--- config.mk ---
export PLATFORM = sky130hd
export DESIGN_NAME = zbt_arbiter
export DESIGN_NICKNAME = d
export VERILOG_FILES = /design/src/rtl/zbt_arbiter.sv
export SDC_FILE = /design/constraint.sdc
export NUM_CORES = 1
export LEC_CHECK = 0
export ABC_CLOCK_PERIOD_IN_PS = 1900
export CORE_MARGIN = 2
export CORE_UTILIZATION = 62
export CTS_CLUSTER_SIZE = 8
export DETAILED_ROUTE_END_ITERATION = 12
export DONT_BUFFER_PORTS = 1
export PLACE_DENSITY_LB_ADDON = 0.08
export SETUP_SLACK_MARGIN = 0.5
export SLEW_MARGIN = 10
export SYNTH_ARGS = -nofsm -noshare
export SYNTH_HDL_FRONTEND = slang
export SYNTH_SLANG_ARGS = --single-unit
--- constraint.sdc ---
create_clock -name clk -period 1.9 [get_ports clk]
set_clock_uncertainty 0.05 [all_clocks]
set_input_delay 0.19 -clock clk [delete_from_list [all_inputs] [get_ports clk]]
set_output_delay 0.19 -clock clk [all_outputs]
set_load 0.01 [all_outputs]
--- src/rtl/zbt_arbiter.sv ---
// zbt_arbiter: two-port arbiter for one pipelined ZBT SRAM.
// Port A reads at high priority; port B reads/writes with a starvation bound.
module zbt_arbiter #(
  parameter int AW = 19,
  parameter int DW = 36,
  parameter int STARVE_MAX = 8
) (
  input  logic          clk,
  input  logic          reset_n,
  input  logic          a_req,
  input  logic [AW-1:0] a_addr,
  output logic          a_gnt,
  output logic [DW-1:0] a_rd_data,
  output logic          a_rd_valid,
  input  logic          b_req,
  input  logic          b_we,
  input  logic [AW-1:0] b_addr,
  input  logic [DW-1:0] b_wdata,
  output logic          b_gnt,
  output logic [DW-1:0] b_rd_data,
  output logic          b_rd_valid,
  output logic [AW-1:0] ram_addr,
  output logic          ram_cen_b,
  output logic          ram_we_b,
  output logic [DW-1:0] ram_data_out,
  output logic          ram_data_oe,
  input  logic [DW-1:0] ram_data_in
);

  logic [7:0]    starve_cnt;
  logic          starved;
  logic          acc;
  logic          b_wr;
  logic [2:0]    t_v;
  logic [2:0]    t_b;
  logic [2:0]    t_w;
  logic [DW-1:0] wd1;
  logic [DW-1:0] wd2;
  logic          wr_data;
  logic          rd_ret;

  assign starved = (starve_cnt == 8'(STARVE_MAX));
  assign b_gnt   = reset_n & b_req & (~a_req | starved);
  assign a_gnt   = reset_n & a_req & ~b_gnt;
  assign acc     = a_gnt | b_gnt;
  assign b_wr    = b_gnt & b_we;

  // stage index 0/1/2 = command / gap / data cycle
  assign wr_data = t_v[1] & t_w[1];
  assign rd_ret  = t_v[2] & ~t_w[2];

  always_ff @(posedge clk or negedge reset_n) begin
    if (!reset_n) begin
      starve_cnt <= '0;
    end else if (b_req & a_gnt) begin
      if (!starved) starve_cnt <= starve_cnt + 8'd1;
    end else begin
      starve_cnt <= '0;
    end
  end

  always_ff @(posedge clk or negedge reset_n) begin
    if (!reset_n) begin
      ram_addr  <= '0;
      ram_cen_b <= 1'b1;
      ram_we_b  <= 1'b1;
    end else begin
      ram_cen_b <= ~acc;
      ram_we_b  <= ~b_wr;
      if (acc) ram_addr <= b_gnt ? b_addr : a_addr;
    end
  end

  always_ff @(posedge clk or negedge reset_n) begin
    if (!reset_n) begin
      t_v <= '0;
      t_b <= '0;
      t_w <= '0;
      wd1 <= '0;
      wd2 <= '0;
    end else begin
      t_v <= {t_v[1:0], acc};
      t_b <= {t_b[1:0], b_gnt};
      t_w <= {t_w[1:0], b_wr};
      wd1 <= b_wdata;
      wd2 <= wd1;
    end
  end

  always_ff @(posedge clk or negedge reset_n) begin
    if (!reset_n) begin
      ram_data_oe  <= 1'b0;
      ram_data_out <= '0;
    end else begin
      ram_data_oe <= wr_data;
      if (wr_data) ram_data_out <= wd2;
    end
  end

  always_ff @(posedge clk or negedge reset_n) begin
    if (!reset_n) begin
      a_rd_valid <= 1'b0;
      b_rd_valid <= 1'b0;
      a_rd_data  <= '0;
      b_rd_data  <= '0;
    end else begin
      a_rd_valid <= rd_ret & ~t_b[2];
      b_rd_valid <= rd_ret & t_b[2];
      if (rd_ret & ~t_b[2]) a_rd_data <= ram_data_in;
      if (rd_ret & t_b[2])  b_rd_data <= ram_data_in;
    end
  end

endmodule
==> summary.txt, run 1 <==
Status
  – Status: finished with violations
  – Failing checks: hold timing, setup timing

STA
  – Final Critical Period: 2.146 ns
  – Peak Freq: 466.0 MHz
  – Final setup vio count: 5
  – Worst-Margin Slew: roughly 0.61 ns
  – RSZ-0062 raised after global routing: yes
  – Hold slack: -0.7270 ns
  – Rel. slew slack: between 50% and 60%
  – Tcrit/Tclk final: 112.9%
  – Setup WS post-layout: -0.2460 ns
  – Hold Vio Cnt, Final: 232
  – Slew Viols, Final: 0

Placement
  – # port buffers: 0
  – Routability cong.: 0.7515
  – Pre-CTS worst setup slack: ~0.20 ns
  – HPWL Detailed: ~11,000 µm
  – Placed insts: 694

Power
  – Tot Pwr: 13.32 mW
  – P_leak: around 5.2 nW
  – Pwr Density: around 1100 mW/mm²
  – Peak supply drop: 1393 µV

GRT
  – Largest net degree at the start of global routing: 286
  – First-pass GRT wire length: 35,390 µm
  – GRT Util Overall: between 30 and 40%
  – Vias in the first global route: 5,852
  – Total congestion overflow: 0
  – Initial antenna violation count: 1

Die
  – Die Ht: 118.3 µm
  – Core ar.: 0.01267 mm²
  – Die ar.: 0.01399 mm²
  – Initial core utilization: 63.92%
  – Boundary Pins: between 200 and 250
  – Row count: between 40 and 50
  – Die Wd: 118.3 µm

Routing
  – Total number of vias: 6,408
  – Remaining routing DRC violations: 0
  – DR WL/cell: 39.13 µm
  – Final WL: 35,300 µm
  – Initial DRC Count: approximately 970
  – Initial DRT Pass Iterations: 5
  – ANT nets after route: 0
  – Vias per cell: 7.104

Worst setup path
  – Crit path cell chain: or3_4 -> buf_4 -> nor2_2 -> a21oi_2
  – Crit path largest cell delay: around 0.45 ns
  – CP arrival: 1.91 ns
  – Critical path fanouts, max: 8
  – Crit. End Element: primary output
  – Startpoint types: register
  – R2r worst-path depth: 6
  – CP max stage cell: or3_4
  – Critical path class: register to primary output
  – CP required: 1.66 ns

Yosys
  – Synth Cell Area: 0.008099 mm²
  – Yosys top cell by area: dfrtp_1
  – EDFF count, synth: 0
  – Synth Register Bits: approximately 220
  – Most used DFF post-synth: dfrtp_1
  – Post-Syn Nets: 664
  – Yosys top cell area share: 67.67%
  – Area contributors post-synth: dfrtp_1 (68%), mux2_2 (15%), o2111ai_1 (4.2%)
  – FFs w/ async S/R, synth: 100.0%
  – Register area share after synthesis: 68.31%
  – Syn. warnings: 0
  – Avg Cell Area, Syn: 14.81 µm²
  – Netlist cell types: 30
  – Syn Inst Count: around 550

Clock tree
  – CTS Buffer Depth: 3
  – Worst skew pair latency: 0.56 ns
  – CTS sink cnt: 221
  – Num CTS Buffers: 31
  – Root Buffer Master: clkbuf_16
  – H-tree depth: 1
  – CTS tree: yes
  – Clock Pin Slew Worst Setup and Hold Paths: approximately 0.060 ns

Hold path
  – Hold Crit Class: primary input to asynchronous set/reset pin

Cells and area
  – Area grow syn2layout: 45.88%
  – Share of cells above drive strength 1: between 30% and 40%
  – Final Non-Filler Cells: 902
  – Fin nets: 833

Run
  – Max Cap Violations: 0
[metal layers]
metal	vias up	wire, µm	GRT usage, %
met5	-	0	0
met4	0	3323	10.77
met3	251	4270	9.556
met2	686	17140	58.24
met1	3173	10570	39.01
li1	2298	-	-
[repair_timing]
action / in CTS / in global routing
gates resized for setup: 83 / 83
endpoints found under the hold margin: 361 / 251
cloned: 7 / 10
endpoints found under the setup margin: 94 / 105
buffers inserted: 12 / 4
pin swaps: 5 / 17
hold buffers: 125 / 3
[logic make-up (layout without fill, tap and decap cells)]
kind of cell | after synthesis | in the layout | synth area share [%]
flip-flops | 221 | 221 | 68.31
other | 0 | 1 | 0
AND/OR/NAND/NOR | 83 | 83 | 5.932
AO/OA/AOI/OAI | 86 | 86 | 7.740
buffers and inverters | 44 | 226 | 2.364
multiplexers | 108 | 108 | 15.02
adder cells (fa/ha/maj) | 2 | 2 | 0.3089
XOR/XNOR | 3 | 3 | 0.3245
[metrics by stage]
step                setup TNS (ns)  area (µm²)  util (%)
CTS                        -0.2197       11080     87.48
global placement                 0        8353     65.92
finish                     -0.5681       11820     93.25
global route               -0.6066       11820     93.25
floorplan                        0        8202         -
detailed placement               0        8353     65.92
[report_power, final]
part	internal, mW	leakage, nW	total [mW]	switching (mW)
clock network	2.97	0.411	5.21	2.24
logic	1.02	2.12	1.75	0.728
registers	5.36	2.64	6.37	1.01
total	9.35	5.18	13.3	3.97
[registers in the layout, summed over array words and instances, names as in the netlist]
signal        count
a_rd_data        36
ram_data_out     36
ram_we_b          1
t_v               3
starve_cnt        8
wd2              36
t_w               3
b_rd_valid        1
b_rd_data        36
ram_addr         19
a_rd_valid        1
wd1              36
ram_data_oe       1
ram_cen_b         1
t_b               3
[layout make-up]
type	instances	area [µm²]
clock buffers	44	824.5
inverters	7	26.28
fillers	314	855.8
diodes	1	2.502
clock inverters	2	25.02
flip-flops and latches	221	5533
multi-input cells	282	3127
well taps	172	215.2
repair buffers	173	2062
[path summary, 6_finish.rpt]
check                              startpoint             to  slack [ns]
max in group asynchronous             reset_n  a_rd_data[10]        2.24
worst max-delay path            starve_cnt[5]          a_gnt       -0.25
min in group clk                      reset_n       ram_we_b       -0.27
worst min-delay path                  reset_n  a_rd_data[25]       -0.73
worst min register to register        wd1[11]        wd2[11]        0.30
worst max register to register  starve_cnt[5]   ram_addr[10]       -0.05
[cell usage after synthesis (all sizes together) (2+ instances only)]
cell type	count
clkbuf	25
a21o	19
nand3	23
nand4	2
nand2b	19
o2111ai	39
mux2	108
inv	7
xor2	2
ha	2
a21oi	23
o21ai	4
buf	12
dfrtp	219
nand2	3
nor2	6
dfstp	2
or3	4
nor2b	19
[layout by cell type (no fill, tap or decap), drive strengths merged]
cell type    count
o21ai            4
and3             1
o21a             1
diode            1
clkbuf          51
nand4            2
nand3           23
dfstp            2
nand4bb          1
or2              1
buf             40
nor3b            1
mux2           108
clkinv           1
and3b            1
xor2             2
xnor2            1
or3              4
dfrtp          219
inv              8
o2111ai         39
dlygate4sd3    126
a21o            19
nand2b          19
nand2            3
a21oi           23
nor2b           19
nand3b           1
nor2             6
and4             1
ha               2
[critical path, delay by kind of cell, from the launching register on]
kind / cells / cell delay [ns]
buffers and inverters: 1 / 0.21
AOI/OAI and AO/OA: 1 / 0.10
and+or+nand+nor: 2 / 0.61
DFF: 1 / 0.43
No activity file was read; power rests on OpenSTA's default activity.
==> run 2, diff against run 1 <==
- SKIP_LAST_GASP: default -> 1
==> run 2 against run 1 <==
Final cell count is 0.11% higher. Worst setup slack better by 0.067 ns. Hold slack improved by 0.0017 ns. Critical endpoint is now b_gnt. The flow still finishes with violations (hold timing, setup timing). Clock-buffer cell count is the same. Largest power group unchanged.
==> summary.txt, run 2 (synthesis gave the netlist of run 1 again) <==
Worst setup path
  – CP max stage cell: dfrtp_1
  – Crit path largest cell delay: 0.40 ns (-0.05 ns)
  – Critical path class: register to primary output
  – Crit path cell chain: inv_1 -> ha_2 -> nand4bb_4 -> o21ai_4 -> and3_4
  – CP arrival: 1.84 ns (-0.07 ns)
  – RR Startpoint: starve_cnt[1]
  – Startpoint types: register
  – Crit. End Element: primary output
  – Critical path fanouts, max: 3 (-5)
  – R2r worst-path depth: 8 (+2)
  – Worst R2R End: ram_addr[0]
  – CP required: 1.66 ns (about the same)
  – Internal reg-to-reg setup slack: -0.14 ns (-0.09 ns)

Placement
  – Placed Area: 0.008353 mm² (unchanged)
  – # port buffers: 0 (unchanged)
  – HPWL Detailed: 10,640 µm (unchanged)
  – Routability cong.: 0.7515 (unchanged)

Cells and area
  – Footprint of the multi-input gates: 0.002804 mm² (-10%)
  – Cell area after layout: 0.01146 mm² (-3.0%)
  – Area grow syn2layout: 41.51%
  – Storage cell area: 0.005533 mm² (unchanged)
  – Most frequent cells in the layout: dfrtp_1 (219), dlygate4sd3_1 (127), mux2_4 (54), mux2_2 (54), clkbuf_16 (37)
  – Fin nets: 834 (+0.12%)
  – Share of cells above drive strength 1: 30.55% (-2.4 points)
  – Most common cell after layout, fill and taps aside: dfrtp_1
  – # fillers: 437 (+39%)

Die
  – Core ar.: 0.01267 mm² (unchanged)
  – Die ar.: 0.01399 mm² (unchanged)
  – Die Ht: 118.3 µm (unchanged)
  – Initial core utilization: 63.92% (unchanged)
  – Row count: 41 (unchanged)
  – Die Wd: 118.3 µm (unchanged)
  – Boundary Pins: 249 (unchanged)

Clock tree
  – Clock Pin Slew Worst Setup and Hold Paths: 0.06 ns (about the same)
  – CTS tree: yes
  – Root Buffer Master: clkbuf_16
  – Num CTS Buffers: 31 (unchanged)
  – Worst skew pair latency: 0.55 ns (about the same)
  – CTS sink cnt: 221 (unchanged)
  – CTS Buffer Depth: 3 (unchanged)
  – H-tree depth: 1 (unchanged)

STA
  – Fin Setup TNS: -0.7807 ns (-0.2126 ns)
  – Setup WS post-layout: -0.1791 ns (+0.06694 ns)
  – Hold Vio Cnt, Final: 225 (-3.0%)
  – Hold slack: -0.7253 ns (+0.001729 ns)
  – RSZ-0062 raised after global routing: yes
  – Final Critical Period: 2.079 ns (-0.06694 ns)
  – Rel. slew slack: 72.33% (+13 points)
  – Peak Freq: 481.0 MHz (+3.2%)
  – Tcrit/Tclk final: 109.4% (-3.5 points)
  – Slew Viols, Final: 0 (unchanged)
  – Final setup vio count: 11 (+6)
  – Worst-Margin Slew: 0.4151 ns (-0.1942 ns)

Routing
  – DR WL/cell: 28.89 µm (-26%)
  – Total number of vias: 5,659 (-12%)
  – Vias per cell: 6.267 (-12%)
  – Remaining routing DRC violations: 0 (unchanged)
  – Initial DRC Count: 625 (-36%)
  – ANT nets after route: 0 (unchanged)
  – Initial DRT Pass Iterations: 5 (unchanged)
  – Final WL: 26,090 µm (-26%)

Power
  – NetSw: 3.438 mW (-13%)
  – Peak supply drop: 996.6 µV (-28%)
  – Tot Pwr: 12.71 mW (-4.6%)
  – Int Pwr: 9.271 mW (-0.83%)
  – Flop pwr share: 49.3% (+1.5 points)
  – P_leak: 5.053 nW (-2.4%)
  – Sw frac: 27.05% (-2.8 points)
  – Share of total power in the clock network: 38.9% (-0.2 points)
  – Logic gate share of total power: 11.8% (-1.3 points)
  – Pwr Density: 1109 mW/mm² (-1.6%)

GRT
  – First-pass GRT wire length: 33,870 µm (-4.3%)
  – Largest net degree at the start of global routing: 286 (unchanged)
  – GRT Util Overall: 31.38% (-1.7 points)
  – Initial antenna violation count: 1 (unchanged)
  – Vias in the first global route: 5,817 (-0.60%)
  – Total congestion overflow: 0 (unchanged)

Status
  – Failing checks: hold timing, setup timing
  – Status: finished with violations

Hold path
  – Hold Crit Class: primary input to asynchronous set/reset pin

Run
  – Max Cap Violations: 0 (unchanged)
run 2: per-layer routing:
metal	global-route usage, %	part of all wire (%)
met1	34.27	33
met2	56.79	53
met3	10.81	9.9
met4	10.54	4.1
met5	0	0
run 2: stage by stage:
step           utilization [%]  setup slack [ns]  hold slack [ns]  instances
2_1_floorplan                -            0.2738          -0.1556        547
4_1_cts                  86.26           -0.1328          -0.7214        884
3_5_place_dp             65.92            0.1995          -0.1504        694
3_3_place_gp             65.92            0.2636          -0.1504        694
6_report                 90.45           -0.1791          -0.7253        903
5_1_grt                  90.45           -0.2042          -0.7356        903
run 2: repair_timing:
| action | in CTS | in global routing |
|---|---|---|
| setup buffers | 12 | 5 |
| pin swaps | 5 | 4 |
| endpoints found under the setup margin | 94 | 105 |
| hold endpoints to repair | 361 | 251 |
| resized for setup | 40 | 61 |
| gates cloned | 7 | 9 |
| hold buffers | 125 | 4 |
run 2: cell type report:
type / instances / share of cell area, %
Antenna cell: 1 / 0.02183
Clock buffer: 44 / 7.194
Clock inverter: 2 / 0.2183
Inverter: 7 / 0.2293
Multi-Input combinational cell: 282 / 24.47
Sequential cell: 221 / 48.28
Tap cell: 172 / 1.878
Timing Repair Buffer: 174 / 17.72
run 2: critical path, delay by kind of cell, from the launching register on:
kind / cells / cell delay (ns)
buffers and inverters: 1 / 0.09
AO/OA/AOI/OAI: 1 / 0.21
flip-flops: 1 / 0.40
AND/OR/NAND/NOR: 2 / 0.38
adder cells (fa/ha/maj): 1 / 0.21
run 2: how the worst max path moves through the flow:
stage,from,endpoint,cells after the start
floorplan,starve_cnt[6],ram_addr[10],6
global placement,starve_cnt[6],b_gnt,3
detailed placement,starve_cnt[1],starve_cnt[3],7
CTS,starve_cnt[5],b_gnt,3
global route,starve_cnt[1],b_gnt,5
finish,starve_cnt[1],b_gnt,5
run 2: power groups by stage:
| stage | Combinational (mW) | Sequential, mW | Clock [mW] |
|---|---|---|---|
| after global placement | 0.720 | 6.18 | 0 |
| after global routing | 1.56 | 6.30 | 5.22 |
| after detailed placement | 0.775 | 6.22 | 0 |
| final | 1.50 | 6.26 | 4.95 |
| after floorplan | 0.718 | 6.00 | 0 |
| after CTS | 1.18 | 6.16 | 4.90 |
==> run 3, diff against run 2 <==
- REMOVE_ABC_BUFFERS: default -> 1
==> run 3 against run 2 <==
The flow still finishes with violations (hold timing, setup timing). Maximum frequency fell by 2.6%. First-iteration DRC count rose by 41%. Cell area rose by 2.1%. Total power rose by 3.4%. Sequential power barely moved. Sequential cell count did not move. Combinational power rose by 4%. Critical path type unchanged. Critical endpoint is now a_gnt. Highest routed layer is now met5.
==> summary.txt, run 3 (synthesis gave the netlist of run 1 again) <==
Run
  – Max Cap Violations: 0 (unchanged)

Routing
  – Initial DRT Pass Iterations: 5 (unchanged)
  – DR WL/cell: 35.18 µm (+22%)
  – Vias per cell: 6.828 (+9.0%)
  – Initial DRC Count: 883 (+41%)
  – Total number of vias: 6,330 (+12%)
  – Remaining routing DRC violations: 0 (unchanged)
  – ANT nets after route: 0 (unchanged)
  – Final WL: 32,620 µm (+25%)

Clock tree
  – Num CTS Buffers: 31 (unchanged)
  – CTS tree: yes
  – Clock Pin Slew Worst Setup and Hold Paths: 0.07 ns (about the same)
  – H-tree depth: 1 (unchanged)
  – CTS Buffer Depth: 3 (unchanged)
  – CTS sink cnt: 221 (unchanged)
  – Root Buffer Master: clkbuf_16
  – Hold_buf cts: 133 (+6.4%)
  – Worst skew pair latency: 0.56 ns (about the same)

Cells and area
  – Share of cells above drive strength 1: 31.82% (+1.3 points)
  – Most common cell after layout, fill and taps aside: dfrtp_1
  – Most frequent cells in the layout: dfrtp_1 (219), dlygate4sd3_1 (131), mux2_2 (72)
  – Fin nets: 843 (+1.1%)
  – Area grow syn2layout: 44.48%
  – Final Non-Filler Cells: 927 (+2.7%)
  – Fin util: 92.35% (+1.9 points)

STA
  – Final setup vio count: 15 (+4)
  – Setup WS post-layout: -0.2341 ns (-0.05506 ns)
  – Rel. slew slack: 73.58% (+1.2 points)
  – Hold Vio Cnt, Final: 232 (+3.1%)
  – Final Critical Period: 2.134 ns (+0.05506 ns)
  – Hold slack: -0.7158 ns (+0.009520 ns)
  – Peak Freq: 468.6 MHz (-2.6%)
  – RSZ-0062 raised after global routing: yes
  – Fin Setup TNS: -1.336 ns (-0.5549 ns)
  – Worst-Margin Slew: 0.3964 ns (-0.01869 ns)
  – Tcrit/Tclk final: 112.3% (+2.9 points)
  – Slew Viols, Final: 0 (unchanged)

GRT
  – Largest net degree at the start of global routing: 286 (unchanged)
  – Initial antenna violation count: 2 (+1)
  – Total congestion overflow: 0 (unchanged)
  – Vias in the first global route: 6,237 (+7.2%)
  – First-pass GRT wire length: 36,580 µm (+8.0%)
  – GRT Util Overall: 33.82% (+2.4 points)

Die
  – Die Ht: 118.3 µm (unchanged)
  – Core ar.: 0.01267 mm² (unchanged)
  – Initial core utilization: 63.92% (unchanged)
  – Die Wd: 118.3 µm (unchanged)
  – Row count: 41 (unchanged)
  – Boundary Pins: 249 (unchanged)
  – Die ar.: 0.01399 mm² (unchanged)

Worst setup path
  – Critical path fanouts, max: 15 (+12)
  – Top delay family on crit path: simple AND/OR/NAND/NOR gates
  – Critical path class: register to primary output
  – Startpoint types: register
  – Worst Path Buf+Inv: 1 (unchanged)
  – Crit path cell chain: or3_4 -> buf_8 -> nor2_4 -> a21oi_2
  – Crit path largest cell delay: 0.47 ns (+0.07 ns)
  – CP arrival: 1.89 ns (+0.05 ns)
  – CP max stage cell: or3_4
  – Crit. End Element: primary output
  – CP required: 1.66 ns (about the same)

Placement
  – HPWL Detailed: 10,500 µm (-1.3%)
  – Placed insts: 695 (+0.14%)
  – Routability cong.: 0.8286 (+10%)
  – # port buffers: 0 (unchanged)

Hold path
  – Hold Crit Class: primary input to asynchronous set/reset pin

Power
  – P_leak: 4.992 nW (-1.2%)
  – Peak supply drop: 937.1 µV (-6.0%)
  – Pwr Density: 1123 mW/mm² (+1.3%)

Status
  – Status: finished with violations
  – Failing checks: hold timing, setup timing
==> run 3: changes by cell type in the layout (fill, tap and decap cells not counted), moves of 2 or more <==
| cell | change |
|---|---|
| clkbuf_16 | -2 |
| mux2_4 | -18 |
| or2_4 | +4 |
| o2111ai_4 | +12 |
| inv_1 | -2 |
| dlygate4sd3_1 | +4 |
| buf_4 | +3 |
| diode_2 | +3 |
| o2111ai_2 | -3 |
| inv_2 | +2 |
| mux2_2 | +18 |
| clkbuf_1 | +12 |
| o2111ai_1 | -9 |
==> run 3: final cells by class <==
| type | instances | area [µm²] |
|---|---|---|
| Antenna cell | 4 | 10.01 |
| Timing Repair Buffer | 180 | 2058 |
| Inverter | 7 | 26.28 |
| Sequential cell | 221 | 5533 |
| Clock buffer | 56 | 869.6 |
| Clock inverter | 2 | 25.02 |
| Multi-Input combinational cell | 285 | 2964 |
| Tap cell | 172 | 215.2 |
| Fill cell | 363 | 969.7 |
==> run 3: final timing paths <==
kind,start,to,slack [ns],depth (start not counted)
worst max-delay path,starve_cnt[5],a_gnt,-0.23,4
worst min-delay path,reset_n,wd2[26],-0.72,0
worst max register to register,starve_cnt[1],starve_cnt[7],-0.10,10
worst min register to register,t_b[1],t_b[2],0.30,0
max in group asynchronous,reset_n,ram_we_b,2.19,0
min in group clk,reset_n,ram_we_b,-0.11,1
==> run 3: what timing repair did <==
| action | in CTS | in global routing |
|---|---|---|
| gates resized for setup | 52 | 75 |
| gates cloned | 9 | 5 |
| pin swaps | 21 | 20 |
| endpoints found under the hold margin | 361 | 243 |
| setup endpoints to repair | 101 | 101 |
| buffers inserted | 16 | 7 |
==> run 3: power breakdown <==
| group | internal, mW | leakage, nW | switching [mW] |
|---|---|---|---|
| sequential | 5.36 | 2.64 | 0.912 |
| clock | 3.07 | 0.425 | 2.24 |
| combinational | 0.910 | 1.92 | 0.653 |
| total | 9.34 | 4.99 | 3.80 |
==> run 3: metrics by stage <==
stage                     instance area, µm²  setup slack [ns]  power (mW)
after floorplan                         7934            -1.802       6.650
after global placement                  8302            0.1088       6.862
final                                  11700           -0.2341       13.14
after detailed placement                8302           0.01032       6.955
after global routing                   11700           -0.2479       13.43
after CTS                              11090           -0.1455       12.36
==> run 3: per-layer routing <==
layer / vias to the layer above / track usage (%) / share of wire, %
met3: 253 / 8.591 / 10
met2: 588 / 58.45 / 49
met4: 2 / 14.98 / 8.6
met1: 3158 / 40.07 / 32
met5: - / 0 / 0.040
li1: 2329 / - / -
